$ cat src/rtl/cmos_pkg.sv
// Shared types and default widths for the DVP capture path and the frame-buffer writer.
package cmos_pkg;

  typedef enum logic [1:0] {
    WAIT_VS = 2'd0,
    SKIP    = 2'd1,
    IDLE    = 2'd2,
    RUN     = 2'd3
  } cmos_state_e;

  localparam int CMOS_IN_W   = 8;
  localparam int CMOS_BEATS  = 2;
  localparam int CMOS_OUT_W  = CMOS_IN_W * CMOS_BEATS;
  localparam int CMOS_CNT_W  = 12;
  localparam int CMOS_SKIP_W = 4;

  function automatic int clog2(input int value);
    int r;
    r = 0;
    for (int i = 0; i < 31; i++) begin
      if ((1 << i) < value) r = i + 1;
    end
    return r;
  endfunction

endpackage

$ cat src/rtl/cmos_beat_assembler.sv
// Collects BEATS narrow camera beats into one wide word; word_valid_o marks the completing beat.
module cmos_beat_assembler
  import cmos_pkg::*;
#(
  parameter int IN_W      = CMOS_IN_W,
  parameter int BEATS     = CMOS_BEATS,
  parameter int MSB_FIRST = 1
) (
  input  logic                  pclk,
  input  logic                  rst_n,
  input  logic                  beat_valid_i,
  input  logic                  flush_i,
  input  logic [IN_W-1:0]       pdata_i,
  output logic                  word_valid_o,
  output logic [IN_W*BEATS-1:0] word_o,
  output logic                  partial_o
);

  localparam int OUT_W = IN_W * BEATS;
  localparam int CW    = (BEATS > 1) ? clog2(BEATS) : 1;
  localparam logic [CW-1:0] LAST = CW'(BEATS - 1);

  logic [CW-1:0]    cnt_q;
  logic [CW-1:0]    cnt_d;
  logic [OUT_W-1:0] slot_q;
  logic [OUT_W-1:0] slot_d;
  logic             last;

  function automatic int slot_lsb(input int k);
    return (MSB_FIRST != 0) ? (BEATS - 1 - k) * IN_W : k * IN_W;
  endfunction

  // The current beat is merged combinationally so the final beat never waits a cycle.
  always_comb begin
    word_o = slot_q;
    for (int k = 0; k < BEATS; k++) begin
      if (cnt_q == CW'(k)) word_o[slot_lsb(k) +: IN_W] = pdata_i;
    end
  end

  assign last         = (cnt_q == LAST);
  assign word_valid_o = beat_valid_i & last;
  assign partial_o    = (cnt_q != '0);

  always_comb begin
    cnt_d  = cnt_q;
    slot_d = slot_q;
    if (flush_i) begin
      cnt_d = '0;
    end else if (beat_valid_i) begin
      cnt_d  = last ? '0 : cnt_q + 1'b1;
      slot_d = word_o;
    end
  end

  always_ff @(posedge pclk or negedge rst_n) begin
    if (!rst_n) cnt_q <= '0;
    else        cnt_q <= cnt_d;
  end

  // Slot contents are always overwritten before use, so they carry no reset.
  always_ff @(posedge pclk) begin
    slot_q <= slot_d;
  end

endmodule

$ cat src/rtl/cmos_pixel_packer.sv
// DVP capture front end: frame-aligned enable, startup frame skip, beat packing,
// pixel/line coordinates, line-length reporting and partial-pixel detection.
module cmos_pixel_packer
  import cmos_pkg::*;
#(
  parameter int IN_W        = CMOS_IN_W,
  parameter int BEATS       = CMOS_BEATS,
  parameter int MSB_FIRST   = 1,
  parameter int VS_POL      = 1,
  parameter int SKIP_FRAMES = 2,
  parameter int CNT_W       = CMOS_CNT_W
) (
  input  logic                  pclk,
  input  logic                  rst_n,
  input  logic                  vs_i,
  input  logic                  de_i,
  input  logic [IN_W-1:0]       pdata_i,
  input  logic                  cap_en_i,
  input  logic                  err_clr_i,
  output logic                  de_o,
  output logic [IN_W*BEATS-1:0] pdata_o,
  output logic                  sof_o,
  output logic [CNT_W-1:0]      x_o,
  output logic [CNT_W-1:0]      y_o,
  output logic                  line_done_o,
  output logic [CNT_W-1:0]      line_len_o,
  output logic [15:0]           frame_cnt_o,
  output logic                  err_partial_o,
  output logic                  err_sticky_o
);

  localparam int OUT_W = IN_W * BEATS;
  localparam logic [CNT_W-1:0]       CNT_MAX   = {CNT_W{1'b1}};
  localparam logic [CMOS_SKIP_W-1:0] SKIP_INIT = CMOS_SKIP_W'(SKIP_FRAMES);

  cmos_state_e            state_q;
  cmos_state_e            state_d;
  logic [CMOS_SKIP_W-1:0] skip_q;
  logic [CMOS_SKIP_W-1:0] skip_d;
  logic                   vs_q;

  logic                   de_prev_q;
  logic                   de_prev_d;
  logic                   sof_pend_q;
  logic                   sof_pend_d;
  logic [CNT_W-1:0]       pix_cnt_q;
  logic [CNT_W-1:0]       pix_cnt_d;
  logic [CNT_W-1:0]       line_cnt_q;
  logic [CNT_W-1:0]       line_cnt_d;

  logic                   de_q;
  logic                   de_d;
  logic [OUT_W-1:0]       pdata_q;
  logic [OUT_W-1:0]       pdata_d;
  logic                   sof_q;
  logic                   sof_d;
  logic [CNT_W-1:0]       x_q;
  logic [CNT_W-1:0]       x_d;
  logic [CNT_W-1:0]       y_q;
  logic [CNT_W-1:0]       y_d;
  logic                   line_done_q;
  logic                   line_done_d;
  logic [CNT_W-1:0]       line_len_q;
  logic [CNT_W-1:0]       line_len_d;
  logic [15:0]            frame_cnt_q;
  logic [15:0]            frame_cnt_d;
  logic                   err_partial_q;
  logic                   err_partial_d;
  logic                   err_sticky_q;
  logic                   err_sticky_d;

  logic                   fs;
  logic                   frame_start;
  logic                   beat_valid;
  logic                   line_end;
  logic                   flush;
  logic                   word_valid;
  logic [OUT_W-1:0]       word;
  logic                   partial;

  assign fs = (VS_POL != 0) ? (vs_i & ~vs_q) : (~vs_i & vs_q);

  always_comb begin
    state_d = state_q;
    skip_d  = skip_q;
    if (fs) begin
      case (state_q)
        WAIT_VS: begin
          if (skip_q != '0)  state_d = SKIP;
          else if (cap_en_i) state_d = RUN;
          else               state_d = IDLE;
        end
        SKIP: begin
          if (skip_q <= CMOS_SKIP_W'(1)) begin
            skip_d  = '0;
            state_d = cap_en_i ? RUN : IDLE;
          end else begin
            skip_d = skip_q - 1'b1;
          end
        end
        RUN:     if (!cap_en_i) state_d = IDLE;
        IDLE:    if (cap_en_i)  state_d = RUN;
        default: state_d = WAIT_VS;
      endcase
    end
  end

  // A frame edge overrides any beat or line end arriving in the same cycle.
  assign frame_start = fs & (state_d == RUN);
  assign beat_valid  = (state_q == RUN) & de_i & ~fs;
  assign line_end    = de_prev_q & ~de_i & ~fs;
  assign flush       = fs | line_end;

  cmos_beat_assembler #(
    .IN_W      (IN_W),
    .BEATS     (BEATS),
    .MSB_FIRST (MSB_FIRST)
  ) u_asm (
    .pclk         (pclk),
    .rst_n        (rst_n),
    .beat_valid_i (beat_valid),
    .flush_i      (flush),
    .pdata_i      (pdata_i),
    .word_valid_o (word_valid),
    .word_o       (word),
    .partial_o    (partial)
  );

  always_comb begin
    de_prev_d     = beat_valid;
    sof_pend_d    = sof_pend_q;
    pix_cnt_d     = pix_cnt_q;
    line_cnt_d    = line_cnt_q;
    de_d          = 1'b0;
    pdata_d       = pdata_q;
    sof_d         = 1'b0;
    x_d           = x_q;
    y_d           = y_q;
    line_done_d   = 1'b0;
    line_len_d    = line_len_q;
    frame_cnt_d   = frame_cnt_q;
    err_partial_d = 1'b0;
    err_sticky_d  = err_sticky_q & ~err_clr_i;

    if (frame_start) begin
      pix_cnt_d   = '0;
      line_cnt_d  = '0;
      sof_pend_d  = 1'b1;
      frame_cnt_d = frame_cnt_q + 16'd1;
    end else begin
      if (word_valid) begin
        de_d       = 1'b1;
        pdata_d    = word;
        sof_d      = sof_pend_q;
        sof_pend_d = 1'b0;
        x_d        = pix_cnt_q;
        y_d        = line_cnt_q;
        if (pix_cnt_q != CNT_MAX) pix_cnt_d = pix_cnt_q + 1'b1;
      end
      // A new error outranks a clear in the same cycle.
      if (line_end) begin
        line_done_d = 1'b1;
        line_len_d  = pix_cnt_q;
        pix_cnt_d   = '0;
        if (line_cnt_q != CNT_MAX) line_cnt_d = line_cnt_q + 1'b1;
        if (partial) begin
          err_partial_d = 1'b1;
          err_sticky_d  = 1'b1;
        end
      end
    end
  end

  always_ff @(posedge pclk or negedge rst_n) begin
    if (!rst_n) begin
      state_q       <= WAIT_VS;
      skip_q        <= SKIP_INIT;
      vs_q          <= 1'b0;
      de_prev_q     <= 1'b0;
      sof_pend_q    <= 1'b0;
      pix_cnt_q     <= '0;
      line_cnt_q    <= '0;
      de_q          <= 1'b0;
      pdata_q       <= '0;
      sof_q         <= 1'b0;
      x_q           <= '0;
      y_q           <= '0;
      line_done_q   <= 1'b0;
      line_len_q    <= '0;
      frame_cnt_q   <= '0;
      err_partial_q <= 1'b0;
      err_sticky_q  <= 1'b0;
    end else begin
      state_q       <= state_d;
      skip_q        <= skip_d;
      vs_q          <= vs_i;
      de_prev_q     <= de_prev_d;
      sof_pend_q    <= sof_pend_d;
      pix_cnt_q     <= pix_cnt_d;
      line_cnt_q    <= line_cnt_d;
      de_q          <= de_d;
      pdata_q       <= pdata_d;
      sof_q         <= sof_d;
      x_q           <= x_d;
      y_q           <= y_d;
      line_done_q   <= line_done_d;
      line_len_q    <= line_len_d;
      frame_cnt_q   <= frame_cnt_d;
      err_partial_q <= err_partial_d;
      err_sticky_q  <= err_sticky_d;
    end
  end

  assign de_o          = de_q;
  assign pdata_o       = pdata_q;
  assign sof_o         = sof_q;
  assign x_o           = x_q;
  assign y_o           = y_q;
  assign line_done_o   = line_done_q;
  assign line_len_o    = line_len_q;
  assign frame_cnt_o   = frame_cnt_q;
  assign err_partial_o = err_partial_q;
  assign err_sticky_o  = err_sticky_q;

endmodule

$ cat config.mk
export PLATFORM = sky130hd
export DESIGN_NAME = cmos_pixel_packer
export DESIGN_NICKNAME = d
export VERILOG_FILES = /design/src/rtl/cmos_pkg.sv /design/src/rtl/cmos_beat_assembler.sv /design/src/rtl/cmos_pixel_packer.sv
export SDC_FILE = /design/constraint.sdc
export NUM_CORES = 1
export LEC_CHECK = 0
export CAP_MARGIN = 10
export CORE_MARGIN = 2
export CORE_UTILIZATION = 45
export DETAILED_ROUTE_END_ITERATION = 6
export PLACE_DENSITY_LB_ADDON = 0.2
export SYNTH_ARGS = -nofsm -noshare
export SYNTH_HDL_FRONTEND = slang
export SYNTH_SLANG_ARGS = --single-unit
export TNS_END_PERCENT = 1
$ cat constraint.sdc
create_clock -name pclk -period 2.35 [get_ports pclk]
set_input_delay 0.5875 -clock pclk [delete_from_list [all_inputs] [get_ports pclk]]
set_output_delay 0.5875 -clock pclk [all_outputs]
set_load 0.03 [all_outputs]
# Word level (Yosys, flattened, before mapping)
# Index checks and enable logic that the tools add are counted.
dict set report word_totals {
  mem_count 0
  inputBits 14
  latchBits 0
  elab_cells 94
  mem_bits_ro 0
  mem_bits_rw 0
  register_bits 123
  output_inout_bits 73
}
dict set report classes {
  n_div 0
  mul 0
  n_addsub 5
  n_mux 34
  reduce_logical 14
  n_shift 0
  order_cmp 1
  n_eq_ne 6
  n_bitwise 15
}
# cell n
set ops {}
lappend ops {{two-way mux 12 bit} 7}
lappend ops {{adder 12 x 1 -> 12 bit, second input constant} 2}
lappend ops {{!= test 12 bit, second input constant} 2}
lappend ops {{two-way mux 1 bit} 18}
lappend ops {{adder 16 x 1 -> 16 bit, second input constant} 1}
lappend ops {{two-way mux 8 bit} 2}
lappend ops {{AND reduction 2 bit} 6}
lappend ops {{two-way mux 2 bit} 5}
lappend ops {{bitwise AND 1 bit} 8}
lappend ops {{case mux 2 bit (4 select lines)} 1}
lappend ops {{nonzero test 2 bit} 4}
lappend ops {{equality test 2 bit, second input constant} 3}
lappend ops {{inverter 1 bit} 6}
lappend ops {{nonzero test 3 bit} 2}
lappend ops {{less-or-equal comparator 4 x 1 -> 1 bit, second input constant} 1}
lappend ops {{two-way mux 4 bit} 1}
lappend ops {{nonzero test 4 bit} 1}
lappend ops {{subtractor 4 x 1 -> 4 bit, second input constant} 1}
lappend ops {{equality test 2 x 1 -> 1 bit, second input constant} 1}
lappend ops {{logical NOT 2 bit} 1}
lappend ops {{adder 1 bit, second input constant} 1}
lappend ops {{bitwise OR 1 bit} 1}

# Depth between registers and ports, before layout
dict set report depth {
  depth_word 8
  depth_mapped 8
}

# Modules after synthesis
# A second synthesis with hierarchy kept.
dict set report hier_totals {
  hier_cells 426
  area_unflattened_um2 5297.6
}
# mod seq_area_each_um2 cells_each area_per_inst_um2 instances
set by_module_without_submodules {}
lappend by_module_without_submodules {cmos_pixel_packer 2653.8 387 4524.3 1}
lappend by_module_without_submodules {cmos_beat_assembler 505.5 39 773.2 1}

# Worst setup path after synthesis
# Ideal clock, no wire load.
dict set report synth_timing {
  path_kind {register -> register}
  start {reg skip_q[1]}
  end {reg pix_cnt_q[4]}
  stages_incl_launch_ff 8
  path_buffers 1
  path_slack_ps 385
  arrival_ps 1855
  required_time_ps 2240
  period_less_slack_ps 1965
  path_cell_list {dfstp_2 > inv_1 > ha_1 > a211o_1 > a32oi_1 > clkbuf_1 > o311ai_0 > o41ai_1}
}
dict set report synth_between {
  elab_chain_len 8
  word_cells_on_any_way 12
  classes_between {order compare (1); eq/ne (1); mux (5); bitwise (1); reduce/logical (4)}
}
# item line
set synth_lines {}
lappend synth_lines {{start, declared} cmos_pixel_packer.sv:38} ;# logic [CMOS_SKIP_W-1:0] skip_q;
lappend synth_lines {{start signal, assigned} cmos_pixel_packer.sv:195} ;# skip_q <= skip_d;
lappend synth_lines {{less-or-equal comparator 4 x 1 -> 1 bit or nonzero test 4 bit (tied branches)} {cmos_pixel_packer.sv:94, cmos_pixel_packer.sv:89}}
lappend synth_lines {{two-way mux 2 bit (on tied branches)} {cmos_pixel_packer.sv:94, cmos_pixel_packer.sv:89}}
lappend synth_lines {{case mux 2 bit (4 select lines) *} cmos_pixel_packer.sv:87} ;# case (state_q)
lappend synth_lines {{two-way mux 2 bit *} cmos_pixel_packer.sv:86} ;# if (fs) begin
lappend synth_lines {{equality test 2 bit *} cmos_pixel_packer.sv:109} ;# assign frame_start = fs & (state_d == RUN);
lappend synth_lines {{bitwise AND 1 bit *} cmos_pixel_packer.sv:109}
lappend synth_lines {{nonzero test 3 bit (no line)} n/a}
lappend synth_lines {{AND reduction 2 bit (no line)} n/a}
lappend synth_lines {{end signal, assigned} cmos_pixel_packer.sv:199} ;# pix_cnt_q <= pix_cnt_d;
lappend synth_lines {{end, declared} cmos_pixel_packer.sv:46} ;# logic [CNT_W-1:0] pix_cnt_q;
# Every way passes the cells marked *; elsewhere a longest branch is shown, timed or not.
# A chain may end at the register's enable or synchronous reset.

# Worst setup path in the final report
dict set report layout_timing {
  start {reg frame_cnt_q[4], in the netlist frame_cnt_o[4]}
  end {out frame_cnt_o[4]}
}
# item line
set layout_lines {}
lappend layout_lines {{start, declared} cmos_pixel_packer.sv:65} ;# logic [15:0] frame_cnt_q;
lappend layout_lines {{start signal, assigned} cmos_pixel_packer.sv:208} ;# frame_cnt_q <= frame_cnt_d;
lappend layout_lines {{end, declared} cmos_pixel_packer.sv:27} ;# output logic [15:0] frame_cnt_o,
# No word-level cell between the ends.

==> run metrics <==
GRT Max-Usage Layer=met2; Initial Util=46.3%; Netlist cell types=43; commonest non-fill, non-tap cells in the layout=129 x nand2_1, 106 x dfrtp_1, 85 x clkdlybuf4s50_1; sum of negative setup slack=0 ps; ys flop type=dfrtp_1; Setup crit end kind=output port; R2R Setup Slk=320 ps; area delta synth->final=32.8%; Max Root-Sink Buffers=2; max cap viols=0; total gr overflow=0; Hold Path Class=input port to asynchronous set/reset pin; syn nets=509; Worst Hold Slack=141 ps; final period utilization=91.6%; met3 track demand over resource=5.72%; VDD IR max=0.687 mV; Ant. Diodes=0; final core utilization=61.4%; Max Slew Vio Count=0; post_cts resized=0; crit-path max FO=5; clk sinks=123; Worst R2R Path Depth=7; Leak=3.20 nW; CTS tree=done; Die Y=113 um; CTS Hold Bufs=0; reg2reg end=pix_cnt_q[2]; yosys warns=0; Clk pin slew, worst setup/hold paths=50 ps; placed cell count=721; final number of hold-violating endpoints=0; setup ws final=197 ps; largest net degree at the start of global routing=53; nets=616; # DRC=0; Post-Syn Area per Cell=10.8 um^2; pwr/cell area=993 nW/um^2; Setup crit start kind=register; grt met1 use=25.2%; register bit count reported by yosys=123; CTS buffer count=17; GP Congestion=0.799; final antenna-violating net count=0; Worst EP arrival=1570 ps; die area=12700 um^2; commonest non-fill, non-tap cell in the layout=nand2_1; Rel. slew slack=57.0%; initial antenna violation count=0; critical-path cell list=clkdlybuf4s50_1; Vias=3902; 1st-iter DRT viols=155; Root Buffer=clkbuf_16; Fmax=464 MHz; largest family of logic cells by synthesized area=simple AND/OR/NAND/NOR gates; Post-CTS Setup Inserts=0; async set-reset flop share out of synthesis=87.0%; sequential element share of the synthesized area=59.6%; Post-Layout Cell Count=753; CP delay by family, top=buffers and inverters; Rows=39; post-synth top area share=50.0%; die width=113 um; mux share of post-synthesis cell area=9.08%; per-cell routed wire length=14.9 um; vias per cell=5.18; cell taking the most area after synthesis=dfrtp_1; status=completed; crit path time final=2150 ps; gr usage total=19.3%; Clk Latency, worst-skew pair=410 ps; Synth Area in Compound Gates=5.33%; WS Path Type=register to output port; Final HPWL DP=7910 um; Bufs and invs on worst path=1; crit-path max cell delay=720 ps; Post-Route WL=11200 um; Synth Area in Simple Gates=19.7%; top cells by area, synth=dfrtp_1 50%, nand2_1 9.1%, edfxtp_1 9.1%; drt first pass iters=4; post-synthesis adder-cell area fraction=1.18%; highest-delay cell along the critical path=clkdlybuf4s50_1; EDFF count, synth=16; H-tree levels=4; Synth Cell Area=5300 um^2; post-synthesis instance total=490; final setup fails=0; Ports=87; XOR/XNOR Fraction of Synth Area=2.48%; skew final=9.26 ps; critical path required time=1760 ps; first-pass GRT wire length=19500 um; core area=11500 um^2; Setup WS pre-CTS=-154 ps; share of cells above drive strength 1=13.9%; Worst R2R Start=skip_q[1]; GRT met2 Usage=30.7%; port buffer count=86; Least-Margin Pin Slew=638 ps; unrepaired setup endpoints after global routing=no; vias in the first global route=3964
[metal layers]
metal / up-vias / wire (um) / share of wire, %
li1: 1923 / - / -
met1: 1884 / 5130 / 46
met2: 91 / 5500 / 49
met3: 4 / 515 / 4.6
met4: 0 / 52 / 0.46
met5: - / 0 / 0
[where the power goes]
part | switching, W | internal, W | leakage [nW] | total (W)
combinational | 0.000931 | 0.000751 | 1.32 | 0.00168
clock | 0.000855 | 0.00170 | 0.290 | 0.00256
sequential | 0.000241 | 0.00251 | 1.59 | 0.00275
[registers in the layout, indices dropped and copies added, names as in the netlist, 4 cells and up]
register / cells
frame_cnt_o: 16
pdata_o: 16
u_asm.slot_q: 16
line_cnt_q: 12
line_len_o: 12
pix_cnt_q: 12
x_o: 12
y_o: 12
skip_q: 4
[cells in the mapped netlist, drive strengths merged (2+ instances only)]
| master | instances |
|---|---|
| xnor2 | 6 |
| buf | 9 |
| o21ai | 14 |
| dfrtp | 106 |
| nor2 | 11 |
| edfxtp | 16 |
| o41ai | 3 |
| and2 | 2 |
| nand2 | 129 |
| a21oi | 11 |
| a211oi | 3 |
| mux2i | 11 |
| xor2 | 9 |
| nand3b | 2 |
| o21bai | 2 |
| or4 | 6 |
| o311ai | 2 |
| nand2b | 8 |
| ha | 5 |
| nand4 | 8 |
| o31ai | 6 |
| and3 | 6 |
| mux2 | 33 |
| nor3 | 13 |
| clkbuf | 10 |
| nor4 | 10 |
| nand3 | 18 |
| inv | 16 |
| or3 | 3 |
[through the flow]
stage	instance area, um^2	power, W
after CTS	7040	0.00708
after floorplan	5300	0.00377
after detailed placement	6460	0.00449
after global placement	6460	0.00443
after global routing	7040	0.00734
final	7040	0.00699
[cell families (layout without fill, tap and decap cells)]
kind of cell	after synthesis	count (layout)
compound gates	45	45
xor+xnor	15	15
fa+ha+maj	5	5
buf+inv	35	155
flops	123	123
mux	44	44
simple gates	223	223
[worst max-delay path by stage]
stage                    from        endpoint  slack [ps]  cells past startpoint
5_1_grt             skip_q[1]    pix_cnt_q[4]         110                      7
4_1_cts        frame_cnt_o[4]  frame_cnt_o[4]         170                      1
6_report       frame_cnt_o[4]  frame_cnt_o[4]         200                      1
2_1_floorplan       skip_q[1]    pix_cnt_q[4]         380                      7
3_5_place_dp             vs_i   line_cnt_q[7]        -150                      5
3_3_place_gp             vs_i  line_cnt_q[11]        -100                      6
[area by class of cell]
type / count / area (um^2)
inverters: 16 / 60.1
well taps: 143 / 179
multi-input cells: 332 / 2000
clock inverters: 10 / 121
flip-flops and latches: 123 / 3160
clock buffers: 22 / 464
fillers: 963 / 4430
repair buffers: 107 / 1050
No activity file was read; power rests on OpenSTA's default activity.
